===== src/rtl/can_decoder.sv =====
// CAN 2.0A/2.0B receive decoder: destuffs sampled bus bits, parses the frame, checks CRC-15 and form.
// Fields and error_out are registered and update one clock after each detected sample strobe edge.
module can_decoder (
  input  logic        clock,
  input  logic        reset,
  input  logic        rx_bit,
  input  logic        sample_point,
  input  logic        error_in,
  output logic        error_out,
  output logic        field_start_of_frame,
  output logic [10:0] field_id_a,
  output logic        field_ide,
  output logic        field_rtr,
  output logic        field_srr,
  output logic        field_reserved1,
  output logic        field_reserved0,
  output logic [17:0] field_id_b,
  output logic [3:0]  field_dlc,
  output logic [63:0] field_data,
  output logic [14:0] field_crc,
  output logic        field_crc_delimiter,
  output logic        field_ack_slot
);

  typedef enum logic [3:0] {
    S_IDLE, S_ID_A, S_RTR_SRR, S_IDE, S_ID_B, S_RTR, S_R1, S_R0, S_DLC,
    S_DATA, S_CRC, S_CRC_DELIM, S_ACK_SLOT, S_ACK_DELIM, S_EOF, S_WAIT_IDLE
  } state_t;

  state_t      state;
  logic        sp_q;
  logic [6:0]  cnt;
  logic        last_bit;
  logic [2:0]  run_len;
  logic        rtr_srr;
  logic [14:0] crc_reg;

  logic        sample;
  logic        crc_zone;
  logic        stuff_zone;
  logic        stuff_bit;
  logic        stuff_err;
  logic        proto_err;
  logic [14:0] crc_next;
  logic [3:0]  dlc_next;
  logic [3:0]  data_bytes;
  logic [6:0]  data_bits;

  always_comb begin
    sample     = sample_point & ~sp_q;
    crc_zone   = state inside {S_ID_A, S_RTR_SRR, S_IDE, S_ID_B, S_RTR, S_R1, S_R0, S_DLC, S_DATA};
    // The bit following the last CRC bit can still be a stuff bit, hence CRC_DELIM is included.
    stuff_zone = crc_zone || state == S_CRC || state == S_CRC_DELIM;
    stuff_bit  = stuff_zone && run_len == 3'd5;
    stuff_err  = stuff_bit && rx_bit == last_bit;
    proto_err  = stuff_err ||
                 (!stuff_bit && state inside {S_CRC_DELIM, S_ACK_DELIM, S_EOF} && !rx_bit) ||
                 (!stuff_bit && state == S_CRC_DELIM && field_crc != crc_reg);
    crc_next   = {crc_reg[13:0], 1'b0} ^ ((rx_bit ^ crc_reg[14]) ? 15'h4599 : 15'h0000);
    dlc_next   = {field_dlc[2:0], rx_bit};
    data_bytes = 4'd0;
    if (!field_rtr) data_bytes = (dlc_next > 4'd8) ? 4'd8 : dlc_next;
    data_bits  = {data_bytes, 3'b000};
  end

  always_ff @(posedge clock or posedge reset) begin
    if (reset) begin
      state                <= S_IDLE;
      sp_q                 <= 1'b0;
      cnt                  <= '0;
      last_bit             <= 1'b0;
      run_len              <= '0;
      rtr_srr              <= 1'b0;
      crc_reg              <= '0;
      error_out            <= 1'b0;
      field_start_of_frame <= 1'b0;
      field_id_a           <= '0;
      field_ide            <= 1'b0;
      field_rtr            <= 1'b0;
      field_srr            <= 1'b0;
      field_reserved1      <= 1'b0;
      field_reserved0      <= 1'b0;
      field_id_b           <= '0;
      field_dlc            <= '0;
      field_data           <= '0;
      field_crc            <= '0;
      field_crc_delimiter  <= 1'b0;
      field_ack_slot       <= 1'b0;
    end else begin
      sp_q <= sample_point;
      if (error_in) begin
        state <= S_WAIT_IDLE;
        cnt   <= '0;
      end else if (sample) begin
        if (stuff_zone) begin
          if (stuff_bit || rx_bit != last_bit) begin
            last_bit <= rx_bit;
            run_len  <= 3'd1;
          end else begin
            run_len <= run_len + 3'd1;
          end
        end
        if (proto_err) begin
          error_out <= 1'b1;
          state     <= S_WAIT_IDLE;
          cnt       <= '0;
        end else if (!stuff_bit) begin
          if (crc_zone) crc_reg <= crc_next;
          case (state)
            S_IDLE: if (!rx_bit) begin
              field_start_of_frame <= 1'b0;
              field_data           <= '0;
              field_id_b           <= '0;
              field_srr            <= 1'b0;
              field_reserved1      <= 1'b0;
              crc_reg              <= '0;
              last_bit             <= 1'b0;
              run_len              <= 3'd1;
              cnt                  <= '0;
              state                <= S_ID_A;
            end
            S_ID_A: begin
              field_id_a <= {field_id_a[9:0], rx_bit};
              if (cnt == 7'd10) begin cnt <= '0; state <= S_RTR_SRR; end
              else cnt <= cnt + 7'd1;
            end
            S_RTR_SRR: begin rtr_srr <= rx_bit; state <= S_IDE; end
            S_IDE: begin
              field_ide <= rx_bit;
              if (rx_bit) begin field_srr <= rtr_srr; cnt <= '0; state <= S_ID_B; end
              else begin field_rtr <= rtr_srr; state <= S_R0; end
            end
            S_ID_B: begin
              field_id_b <= {field_id_b[16:0], rx_bit};
              if (cnt == 7'd17) begin cnt <= '0; state <= S_RTR; end
              else cnt <= cnt + 7'd1;
            end
            S_RTR: begin field_rtr <= rx_bit; state <= S_R1; end
            S_R1: begin field_reserved1 <= rx_bit; state <= S_R0; end
            S_R0: begin field_reserved0 <= rx_bit; cnt <= '0; state <= S_DLC; end
            S_DLC: begin
              field_dlc <= dlc_next;
              if (cnt == 7'd3) begin
                if (data_bits == 7'd0) begin cnt <= '0; state <= S_CRC; end
                else begin cnt <= data_bits - 7'd1; state <= S_DATA; end
              end else cnt <= cnt + 7'd1;
            end
            S_DATA: begin
              field_data <= {field_data[62:0], rx_bit};
              if (cnt == 7'd0) state <= S_CRC;
              else cnt <= cnt - 7'd1;
            end
            S_CRC: begin
              field_crc <= {field_crc[13:0], rx_bit};
              if (cnt == 7'd14) begin cnt <= '0; state <= S_CRC_DELIM; end
              else cnt <= cnt + 7'd1;
            end
            S_CRC_DELIM: begin field_crc_delimiter <= rx_bit; state <= S_ACK_SLOT; end
            S_ACK_SLOT: begin field_ack_slot <= rx_bit; state <= S_ACK_DELIM; end
            S_ACK_DELIM: begin cnt <= '0; state <= S_EOF; end
            S_EOF: begin
              if (cnt == 7'd6) begin cnt <= '0; state <= S_IDLE; end
              else cnt <= cnt + 7'd1;
            end
            S_WAIT_IDLE: begin
              // Eleven consecutive recessive samples mark the bus as idle again.
              if (!rx_bit) cnt <= '0;
              else if (cnt == 7'd10) begin cnt <= '0; error_out <= 1'b0; state <= S_IDLE; end
              else cnt <= cnt + 7'd1;
            end
            default: state <= S_IDLE;
          endcase
        end
      end
    end
  end

endmodule


===== config.mk =====
export PLATFORM = sky130hd
export DESIGN_NAME = can_decoder
export DESIGN_NICKNAME = d
export VERILOG_FILES = /design/src/rtl/can_decoder.sv
export SDC_FILE = /design/constraint.sdc
export NUM_CORES = 1
export LEC_CHECK = 0
export CAP_MARGIN = 5
export CORE_MARGIN = 10
export CORE_UTILIZATION = 42
export DETAILED_ROUTE_END_ITERATION = 7
export GPL_TIMING_DRIVEN = 1
export PLACE_DENSITY = 0.68
export SLEW_MARGIN = 40
export SYNTH_ARGS = -nofsm -noshare
export SYNTH_HDL_FRONTEND = slang
export SYNTH_SLANG_ARGS = --single-unit

===== constraint.sdc =====
create_clock -name clock -period 4.2 [get_ports clock]
set_input_delay 0.42 -clock clock [delete_from_list [all_inputs] [get_ports clock]]
set_output_delay 0.42 -clock clock [all_outputs]
set_load 0.01 [all_outputs]

[After elaboration in Yosys (flattened, before gate mapping)]
Index checks and enable logic that the tools add are counted.
Storage, ports and cells
  register bits: 152
  input bits: 5
  output and inout bits: 121
  logic and storage cells: 183
Cells by class
  $add $sub $neg: 4
  magnitude comparators: 1
  equality and inequality tests: 40
  muxes and demuxes: 64
  bitwise operators: 7
  reductions and logical operators: 47
Operators by type and width (number)
  $pmux 64 s2: 1
  $mux 7: 14
  $pmux 7 s10: 1
  $mux 64: 1
  $pmux 4 s16: 1
  $mux 15: 4
  $mux 4: 15
  $reduce_and 5->1: 8
  $pmux 18 s2: 1
  $reduce_and 6->1: 6
  $eq 4x4->1 const B: 8
  $ne 4x3->1 const B: 6
  $ne 4x4->1 const B: 5
  $mux 18: 1
  $mux 3: 6
  $reduce_bool 2->1: 9
  $eq 4x3->1 const B: 4
  $ne 15x15->1: 1
  $xor 15x15->15: 1
  $eq 7x4->1 const B: 2
  $logic_not 7->1: 2
  $mux 1: 14
  $sub 7x1->7 const B: 2
  $reduce_bool 12->1: 1
  other kinds (30): 49

[Depth between registers and ports, before layout]
Gate-level depths: netlist (run 1).
  word-level depth: 13
  depth in mapped cells: 10
  depth with buffers taken out: 9

[Worst setup path after synthesis (run 1)]
OpenSTA, ideal clock, no wires.
  path kind: reg2reg
  start point: register state[1]
  end point: register field_crc[10]
  library setup time: 0.125 ns
  arrival: 2.250 ns
  required time: 4.075 ns
  slack: 1.824 ns
  cell stages (with the launch flop): 10
  buffers on the path: 3
  clock period less this slack: 2.376 ns
  cells stage by stage: dfrtp_1 buf_6 or4_4 nand4_4 o2111ai_4 and3_1 buf_6 nand3_4 buf_12 mux2_4
On the way
  longest elaborated chain between the ends: 12
  elaborated cells between the ends (all ways): 29
  classes of those cells: 13 x eq/ne; 2 x bitwise; 14 x reduce/logical
RTL lines
  from (decl): line 30  | state_t state;
  from (signal assigned): line 68  | state <= S_IDLE;
  from (signal assigned): line 92  | state <= S_WAIT_IDLE;
  from (signal assigned): line 105  | state <= S_WAIT_IDLE;
  $eq 4x1->1 (tied with other cells): line 51  | crc_zone = state inside {S_ID_A, S_RTR_SRR, S_IDE, S_ID_B, S_RTR, S_R1, S_R0, S_DLC, S_DATA};
  $reduce_bool 9->1: line 51
  $logic_or 1x1->1 (2 in series): line 53  | stuff_zone = crc_zone || state == S_CRC || state == S_CRC_DELIM;
  $logic_and 1x1->1: line 54  | stuff_bit = stuff_zone && run_len == 3'd5;
  $logic_not 1->1
  $logic_and 1x1->1 (2 in series): line 57  | (!stuff_bit && state inside {S_CRC_DELIM, S_ACK_DELIM, S_EOF} && !rx_bit) ||
  $logic_or 1x1->1: line 56  | proto_err = stuff_err ||
  $logic_or 1x1->1: line 57
  $not 1->1 (no line)
  $reduce_and 5->1 (no line) (*)
  to (signal assigned): line 154  | field_crc <= {field_crc[13:0], rx_bit};
  to (decl): line 20  | output logic [14:0] field_crc,
Mark *: on every way between the ends. The rest lies on a longest branch, timed or not.
A chain may end at the register's enable or synchronous reset.

[Final worst setup path (run 1)]
  start point: register state[2]
  end point: register field_crc[6]
Same word-level chain as after synthesis.

==> flow_summary.json, run 1 <==
{
  "syn-cell-area_mm2": 0.007253,
  "seq_cells_post_synth": 152,
  "gr-max-usage-layer": "met2",
  "synth_compound_gate_area_share_pct": 18.48,
  "clock_skew_ps": 9.139,
  "ys_top_cells_by_area": "dfrtp_1 52%, a22o_1 8.1%, mux2_2 3.9%, a21bo_2 2.3%, nand2_1 2.3%",
  "top_cell_type_s_share_of_synthesized_area_pct": 52.44,
  "finalSetupTns_ps": 0,
  "drc_errors": 0,
  "post_synth_and_or_nand_nor_area_fraction_pct": 13.39,
  "final_net_count": 746,
  "seq_area_frac_synth_pct": 52.44,
  "synth_cell_types": 74,
  "starting_density_of_the_core_pct": 43.28,
  "worst-path-max-fanout": 28,
  "synth-adder-area-share_pct": 1.553,
  "critPathArrivalTime_ps": 3420,
  "crit_path_top_delay_cell": "dfrtp_1",
  "power.density_cell_area_mw_per_mm2": 503.8,
  "initial_drc_count": 422,
  "synth.mux.area_fraction_pct": 6.641,
  "core-area_mm2": 0.01676,
  "vdd.ir_drop.worst_mv": 0.3566,
  "largest_reg_flops": 64,
  "routed_wirelength_um": 18870,
  "globalRouteOverflowTotal": 0,
  "critPathRequiredTime_ps": 4510,
  "path_class": "flop to flop",
  "critical_path.startpoint_type": "flop",
  "yosys.area.top_type": "dfrtp_1",
  "synthesis.instances": 623,
  "worst_hold_path_type": "input port to asynchronous set/reset pin",
  "dieArea_mm2": 0.02293,
  "r2r-start": "state[2]",
  "slew_headroom_pct": 44.71,
  "cts.clk_slew.worst_paths_ps": 60,
  "max_cap_violations": 0,
  "worst-r2r-cell-count": 8,
  "height_of_the_die_um": 151.4,
  "cts_hold_buffers": 0,
  "synthesized_area_fraction_occupied_by_xor_and_xnor_cells_pct": 3.623,
  "per_cell_via_count_in_the_routed_design": 5.712,
  "place.gp.congestion": 0.8779,
  "synth_top_flop_cell": "dfrtp_1",
  "dp.cells": 932,
  "report.final.slew_viol_count": 0,
  "ioPinCount": 126,
  "biggestRegsByFlops": "field_data x64, field_id_b x18",
  "period_share_pct": 74.15,
  "met3_usage_pct": 4.803,
  "ys_async_sr_fraction_pct": 100.0,
  "regToRegEndpoint": "field_crc[6]",
  "via_count": 5512,
  "main_combinational_cell_family_by_area_after_synthesis": "compound AO/OA/AOI/OAI gates",
  "place.detailed.hpwl_um": 13040,
  "num_rows": 47,
  "stdcell_count": 965,
  "use_met1_pct": 20.84,
  "crit_path_most_repeated_cell": "buf_4",
  "regToRegSetupSlack_ps": 1090,
  "cts.path.max_buffers": 2,
  "global_route.usage.total_pct": 16.15,
  "timing.final.setup_violations": 0,
  "p_leak_nw": 4.179,
  "cts_root_cell": "clkbuf_16",
  "n_fill_cell": 1418,
  "drt_pre_antenna_iters": 5,
  "tritoncts": "yes",
  "synthesis.nets": 637,
  "cts-resized-gates": 0,
  "yosys_warnings": 0,
  "number_of_failing_hold_endpoints_at_the_final_stage": 0,
  "place.port_buffers": 124,
  "grt_first_pass_wirelength_um": 29770,
  "grt_pass1_vias": 5480,
  "timing.fmax_mhz": 321.1,
  "cts_buffers": 17,
  "cts_post_setup_buffers_inserted": 0,
  "crit_chain": "nand2_1, nor3b_1, nor3_2, buf_4, and3_1, buf_4, nand3_4, mux2_4",
  "fp.dieW_um": 151.4,
  "synthToLayoutAreaGrowth_pct": 27.93,
  "status": "finished clean",
  "fin_ws_ps": 1086,
  "worstSkewPairLatency_ps": 420,
  "worstMarginPinSlew_ps": 829.4,
  "insertedDiodeCount": 0,
  "antenna_found_initial": 0,
  "antenna_violating_nets_remaining": 0,
  "globalRouteMet2Util_pct": 25.26,
  "fin_crit_period_ps": 3114,
  "post_synth.cell_area_avg_um2": 11.64,
  "rsz_0062_raised_after_global_routing": "false",
  "placement.setup.worst_slack_ps": 1151,
  "final_layout_size_suffix_gt1_share_pct": 16.24,
  "critPathCaptureType": "flop",
  "post_drt_wl_per_cell_um": 19.56,
  "grt_start_max_net_pins": 79,
  "cts_num_sinks": 152,
  "regMostFlops": "field_data",
  "synth-edff-count": 0,
  "critPathMaxStageDelay_ps": 830,
  "htree_levels": 4
}
-- where the power goes --
| group | total, W | switching (W) | leakage, nW | internal [W] |
|---|---|---|---|---|
| combinational | 0.00117 | 0.000671 | 1.82 | 0.000504 |
| sequential | 0.00189 | 0.000277 | 2.06 | 0.00162 |
| clock | 0.00161 | 0.000631 | 0.291 | 0.000976 |
-- worst max-delay path by stage --
| stage | from | to | slack, ps | depth (start not counted) |
|---|---|---|---|---|
| after floorplan | state[1] | field_crc[10] | 1820 | 9 |
| after global placement | rx_bit | field_crc[8] | 1230 | 9 |
| after detailed placement | state[2] | field_crc[6] | 1150 | 8 |
| after CTS | state[2] | field_crc[10] | 1130 | 8 |
| after global routing | state[2] | field_crc[14] | 960 | 8 |
| final | state[2] | field_crc[6] | 1090 | 8 |
-- layout make-up --
| class | count | area [um2] | share of cell area, % |
|---|---|---|---|
| inverter | 7 | 30.03 | 0.3236 |
| tap | 220 | 275.3 | 2.967 |
| timing repair buffer | 136 | 1356 | 14.62 |
| clock buffer | 20 | 456.7 | 4.922 |
| multi-input combinational | 418 | 3189 | 34.37 |
| clock inverter | 12 | 166.4 | 1.793 |
| sequential | 152 | 3805 | 41.01 |
-- through the flow --
stage	power, W	instance area, um2	util [%]	hold WS, ps
final	0.004675	9279	55.36	327.6
after global placement	0.003012	8635	51.52	458.0
after floorplan	0.002729	7257	-	451.4
after CTS	0.004694	9258	55.24	461.1
after global routing	0.004907	9279	55.36	352.8
after detailed placement	0.003065	8635	51.52	471.8
-- cells by family after synthesis --
group           Yosys count
simple gates            174
mux                      40
buf+inv                  53
flops                   152
xor+xnor                 30
other cells               1
fa+ha+maj                 9
compound gates          164
-- worst max-delay path: cells and delay by family (launching register included) --
family / cells / cell delay [ps]
DFF: 1 / 830
muxes: 1 / 380
buffers and inverters: 2 / 540
and+or+nand+nor: 5 / 1230
-- cell usage in the layout (no fill, tap or decap), types with 3 or more instances in the layout --
| cell | synthesis | routed |
|---|---|---|
| bufinv_16 | 0 | 3 |
| nor3_1 | 7 | 6 |
| a22o_1 | 67 | 67 |
| xor2_1 | 19 | 19 |
| mux2i_1 | 5 | 5 |
| nor4_1 | 3 | 3 |
| xnor2_1 | 11 | 11 |
| inv_1 | 7 | 6 |
| nand2_1 | 45 | 45 |
| nand4_1 | 24 | 24 |
| clkbuf_16 | 0 | 17 |
| nand3_1 | 21 | 21 |
| a31o_2 | 3 | 3 |
| buf_4 | 3 | 10 |
| clkinvlp_4 | 0 | 5 |
| and3_1 | 4 | 4 |
| a21oi_1 | 22 | 22 |
| o22ai_1 | 5 | 5 |
| or3b_2 | 3 | 3 |
| a21bo_2 | 17 | 17 |
| nor2_1 | 31 | 30 |
| ha_1 | 9 | 9 |
| dfrtp_1 | 152 | 151 |
| nor2b_1 | 8 | 8 |
| nor3b_1 | 3 | 3 |
| a31oi_1 | 5 | 5 |
| o211ai_1 | 8 | 8 |
| o21ai_0 | 11 | 11 |
| nand3b_1 | 3 | 3 |
| clkdlybuf4s50_1 | 0 | 124 |
| mux2_2 | 25 | 25 |
| nand2b_1 | 3 | 3 |
| mux2_4 | 10 | 10 |
-- cell usage after synthesis (all sizes together), types with 4 or more instances --
library cell  count
nand3            22
and3              4
nand4            26
nor3              9
a21bo            18
a21oi            22
clkbuf           15
o21ai            11
buf              31
a22o             67
o211ai            9
a31oi             6
mux2i             5
xnor2            11
inv               7
nor2b             8
mux2             35
nand2            46
xor2             19
ha                9
nor4              4
nor2             32
o22ai             5
dfrtp           152
-- per-layer routing --
| metal | up-vias | wire length [um] |
|---|---|---|
| met3 | 24 | 1383 |
| met2 | 185 | 8970 |
| li1 | 2510 | - |
| met1 | 2793 | 8188 |
| met5 | - | 0 |
| met4 | 0 | 329 |
(Power assumes the default switching activity.)
==> run 2: changes to the inputs <==
==> constraint.sdc (replaced) <==
create_clock -name clock -period 2.6 [get_ports clock]
set_input_delay 0.26 -clock clock [delete_from_list [all_inputs] [get_ports clock]]
set_output_delay 0.26 -clock clock [all_outputs]
set_load 0.01 [all_outputs]
==> flow_summary.json, run 2 (same netlist as run 1, synthesis figures left out) <==
{
  "status": "finished clean",
  "critical_path.startpoint_type": "flop",
  "power.density_cell_area_mw_per_mm2": 805.7,
  "final_layout_size_suffix_gt1_share_pct": 19.77,
  "p_leak_nw": 4.352,
  "cts.path.max_buffers": 2,
  "worst-path-max-fanout": 7,
  "rsz_0062_raised_after_global_routing": "true",
  "path_class": "flop to flop",
  "worstSkewPairLatency_ps": 430,
  "worstMarginPinSlew_ps": 751.3,
  "biggestRegsByFlops": "field_data x64, field_id_b x18",
  "final_design_area_no_fill_mm2": 0.009575,
  "fin_crit_period_ps": 2435,
  "worst_hold_path_type": "input port to flop",
  "fp.dieW_um": 151.4,
  "place.port_buffers": 124,
  "antenna_violating_nets_remaining": 0,
  "finalPower_w": 0.007715,
  "slew_headroom_pct": 49.55,
  "place_area_mm2": 0.008915,
  "starting_density_of_the_core_pct": 43.28,
  "drt_pre_antenna_iters": 4,
  "commonest_non_fill_non_tap_cell_in_the_layout": "dfrtp_1",
  "cts_num_sinks": 152,
  "post_drt_wl_per_cell_um": 19.27,
  "cts_buffers": 17,
  "htree_levels": 4,
  "insertedDiodeCount": 0,
  "globalRouteOverflowTotal": 0,
  "grt_start_max_net_pins": 81,
  "synthToLayoutAreaGrowth_pct": 32.02,
  "initial_drc_count": 322,
  "max_cap_violations": 0,
  "layout.core_utilization_pct": 57.13,
  "drc_errors": 0,
  "grt_first_pass_wirelength_um": 30230,
  "period_share_pct": 93.67,
  "tritoncts": "yes",
  "critPathArrivalTime_ps": 2750,
  "number_of_failing_hold_endpoints_at_the_final_stage": 0,
  "timing.final.setup_violations": 0,
  "vdd.ir_drop.worst_mv": 0.4944,
  "largest_reg_flops": 64,
  "global_route.usage.total_pct": 16.50,
  "antenna_found_initial": 0,
  "routed_wirelength_um": 19160,
  "core-area_mm2": 0.01676,
  "critPathRequiredTime_ps": 2910,
  "final_net_count": 775,
  "num_rows": 47,
  "critPathCaptureType": "flop",
  "grt_pass1_vias": 5619,
  "clock_skew_ps": 12.58,
  "ioPinCount": 126,
  "cts_root_cell": "clkbuf_16",
  "layout.cells.most_common_list": "152 x dfrtp_1, 124 x clkdlybuf4s50_1, 67 x a22o_1",
  "cts.clk_slew.worst_paths_ps": 60,
  "dieArea_mm2": 0.02293,
  "regMostFlops": "field_data",
  "place.detailed.hpwl_um": 13390,
  "height_of_the_die_um": 151.4,
  "via_count": 5608,
  "place.gp.congestion": 0.9118,
  "report.final.slew_viol_count": 0,
  "timing.fmax_mhz": 410.6,
  "per_cell_via_count_in_the_routed_design": 5.642
}
## run 2: layer usage
layer	track usage [%]	vias to the layer above	share of wire, %	wire [um]
li1	-	2591	-	-
met1	20.95	2845	43	8266
met2	26.11	153	49	9304
met3	5.191	19	6.7	1287
met4	5.534	0	1.6	299
met5	0	-	0	0
## run 2: path summary, 6_finish.rpt
path	startpoint	endpoint	slack (ps)	depth (start not counted)
setup / recovery	cnt[1]	state[0]	160	7
hold / removal	sample_point	sp_q	300	1
setup reg to reg	cnt[1]	state[0]	160	7
hold reg to reg	field_crc_delimiter	field_crc_delimiter	480	1
max in group asynchronous	reset	run_len[0]	1930	3
min in group asynchronous	reset	field_data[22]	320	3
## run 2: timing repair
action                     4_1_cts  5_1_grt
setup endpoints to repair        0       25
gates resized for setup          0        8
buffers inserted                 0        0
hold buffers                     0        0
## run 2: through the flow
step | hold WS (ps) | setup WS [ps] | TNS [ps] | std cells
3_5_place_dp | 465.4 | 57.85 | 0 | 961
4_1_cts | 281.2 | 65.54 | 0 | 993
3_3_place_gp | 461.4 | 33.70 | 0 | 961
2_1_floorplan | 291.4 | 224.4 | 0 | 623
5_1_grt | 285.1 | -31.11 | -31.11 | 994
6_report | 297.2 | 164.6 | 0 | 994
## run 2: final cells by class
cell class | count | area (um2)
Fill cell | 1381 | 7184
Tap cell | 220 | 275.3
Multi-Input combinational cell | 419 | 3244
Inverter | 7 | 30.03
Clock inverter | 14 | 162.7
Sequential cell | 152 | 3804
Clock buffer | 18 | 439.2
Timing Repair Buffer | 164 | 1620
## run 2: power by group
part | total [W] | internal [W] | switching (W)
sequential | 0.00286 | 0.00261 | 0.000247
clock | 0.00252 | 0.00146 | 0.00106
combinational | 0.00234 | 0.00101 | 0.00133
total | 0.00771 | 0.00508 | 0.00263
## run 2: critical path, stage by stage, from the launching register on
cell and delay (ps):
dfrtp_1 460, ha_1 180, nor4b_4 310, a31oi_1 140, a2111oi_0 300, nand4_1 260, a31oi_4 300, mux2_2 370
==> run 3: changes to the inputs <==
--- a/config.mk
+++ b/config.mk
@@ -11,6 +11,7 @@
 export DETAILED_ROUTE_END_ITERATION = 7
 export GPL_TIMING_DRIVEN = 1
 export PLACE_DENSITY = 0.68
+export REMOVE_ABC_BUFFERS = 1
 export SLEW_MARGIN = 40
 export SYNTH_ARGS = -nofsm -noshare
 export SYNTH_HDL_FRONTEND = slang
==> flow_summary.json, run 3 (same netlist as run 1, synthesis figures left out) <==
{
  "final_layout_size_suffix_gt1_share_pct": 20.13,
  "cts_num_sinks": 152,
  "power.share.clock_pct": 32.2,
  "cts.clk_slew.worst_paths_ps": 60,
  "worstSkewPairLatency_ps": 430,
  "path_class": "flop to flop",
  "critPathCaptureType": "flop",
  "largest_reg_flops": 64,
  "slew_headroom_pct": 47.71,
  "num_rows": 47,
  "worst_hold_path_type": "input port to asynchronous set/reset pin",
  "antenna_violating_nets_remaining": 0,
  "timing.final.setup_violations": 0,
  "final_net_count": 781,
  "core-area_mm2": 0.01676,
  "drc_errors": 0,
  "insertedDiodeCount": 0,
  "starting_density_of_the_core_pct": 43.28,
  "critical_path.startpoint_type": "flop",
  "grt_start_max_net_pins": 65,
  "report.final.slew_viol_count": 0,
  "timing.fmax_mhz": 397.6,
  "dp.cells": 968,
  "routed_wirelength_um": 18930,
  "comb_power_share_pct": 30.2,
  "grt_pass1_vias": 5777,
  "placement.setup.worst_slack_ps": 89.37,
  "intPower_w": 0.005017,
  "power.density_cell_area_mw_per_mm2": 799.3,
  "dieArea_mm2": 0.02293,
  "cts_root_cell": "clkbuf_16",
  "commonest_non_fill_non_tap_cell_in_the_layout": "dfrtp_1",
  "worst-path-max-fanout": 5,
  "post_drt_wl_per_cell_um": 18.93,
  "grt_first_pass_wirelength_um": 30720,
  "cts-resized-gates": 0,
  "place.detailed.hpwl_um": 13470,
  "vdd.ir_drop.worst_mv": 0.5318,
  "critPathRequiredTime_ps": 2910,
  "worst-r2r-cell-count": 7,
  "tritoncts": "yes",
  "initial_drc_count": 344,
  "place.gp.congestion": 0.8773,
  "height_of_the_die_um": 151.4,
  "cts_hold_buffers": 0,
  "fin_crit_period_ps": 2515,
  "cts.path.max_buffers": 2,
  "number_of_failing_hold_endpoints_at_the_final_stage": 0,
  "ioPinCount": 126,
  "synthToLayoutAreaGrowth_pct": 31.81,
  "worstMarginPinSlew_ps": 778.7,
  "layout.core_utilization_pct": 57.04,
  "stdcell_count": 1000,
  "cts_post_setup_buffers_inserted": 0,
  "place.port_buffers": 124,
  "antenna_found_initial": 0,
  "power.share.switching_pct": 34.35,
  "layout.cells.most_common_list": "152 x dfrtp_1, 124 x clkdlybuf4s50_1, 67 x a22o_1",
  "share_seq_of_total_power_pct": 37.6,
  "drt_pre_antenna_iters": 4,
  "globalRouteOverflowTotal": 0,
  "finalPower_w": 0.007641,
  "p_leak_nw": 4.366,
  "regMostFlops": "field_data",
  "period_share_pct": 96.73,
  "fin_ws_ps": 85.04,
  "clock_skew_ps": 9.821,
  "cts_buffers": 17,
  "per_cell_via_count_in_the_routed_design": 5.630,
  "power.net_switching_w": 0.002625,
  "global_route.usage.total_pct": 16.71,
  "via_count": 5630,
  "fp.dieW_um": 151.4,
  "regToRegSetupSlack_ps": 90,
  "critPathArrivalTime_ps": 2820,
  "max_cap_violations": 0,
  "status": "finished clean",
  "biggestRegsByFlops": "field_data x64, field_id_b x18",
  "htree_levels": 4
}
==> run 3: layout make-up <==
| class | count | area, um2 |
|---|---|---|
| Clock buffer | 19 | 452.9 |
| Clock inverter | 13 | 136.4 |
| Fill cell | 1399 | 7199 |
| Inverter | 7 | 31.28 |
| Multi-Input combinational cell | 418 | 3204 |
| Sequential cell | 152 | 3804 |
| Tap cell | 220 | 275.3 |
| Timing Repair Buffer | 171 | 1657 |
==> run 3: worst paths after layout <==
kind | from | end
worst min register to register | field_crc_delimiter | field_crc_delimiter
min in group clock | sample_point | sp_q
worst max register to register | state[3] | state[0]
worst min-delay path | reset | field_data[63]
max in group asynchronous | reset | field_data[21]
worst max-delay path | state[3] | state[0]
==> run 3: routing by layer <==
metal / track usage [%] / up-vias / part of all wire [%]
li1: - / 2594 / -
met1: 20.79 / 2823 / 43
met2: 26.01 / 183 / 47
met3: 6.862 / 30 / 9.0
met4: 5.101 / 0 / 1.7
met5: 0 / - / 0
==> run 3: power by group through the flow <==
stage / registers, W / logic, W / clock network, W
finish: 0.00287 / 0.00231 / 0.00246
global route: 0.00291 / 0.00254 / 0.00260
CTS: 0.00287 / 0.00229 / 0.00251
detailed placement: 0.00292 / 0.00228 / 0
global placement: 0.00290 / 0.00223 / 0
floorplan: 0.00303 / 0.00127 / 0
==> run 3: through the flow <==
step	setup TNS (ps)	instance area, um2	hold WS, ps
floorplan	-497680	7002	291.4
global placement	0	8956	466.2
detailed placement	0	8956	468.6
CTS	0	9545	289.8
global route	-1.493	9560	303.0
finish	0	9560	273.8
==> run 3: critical path: stages, from the launching register on <==
cell       delay (ps)
dfrtp_1           420
buf_4             170
nor4_4            310
nor3b_2           100
a2111oi_1         430
nand4_1           290
a31oi_4           320
mux2_2            360
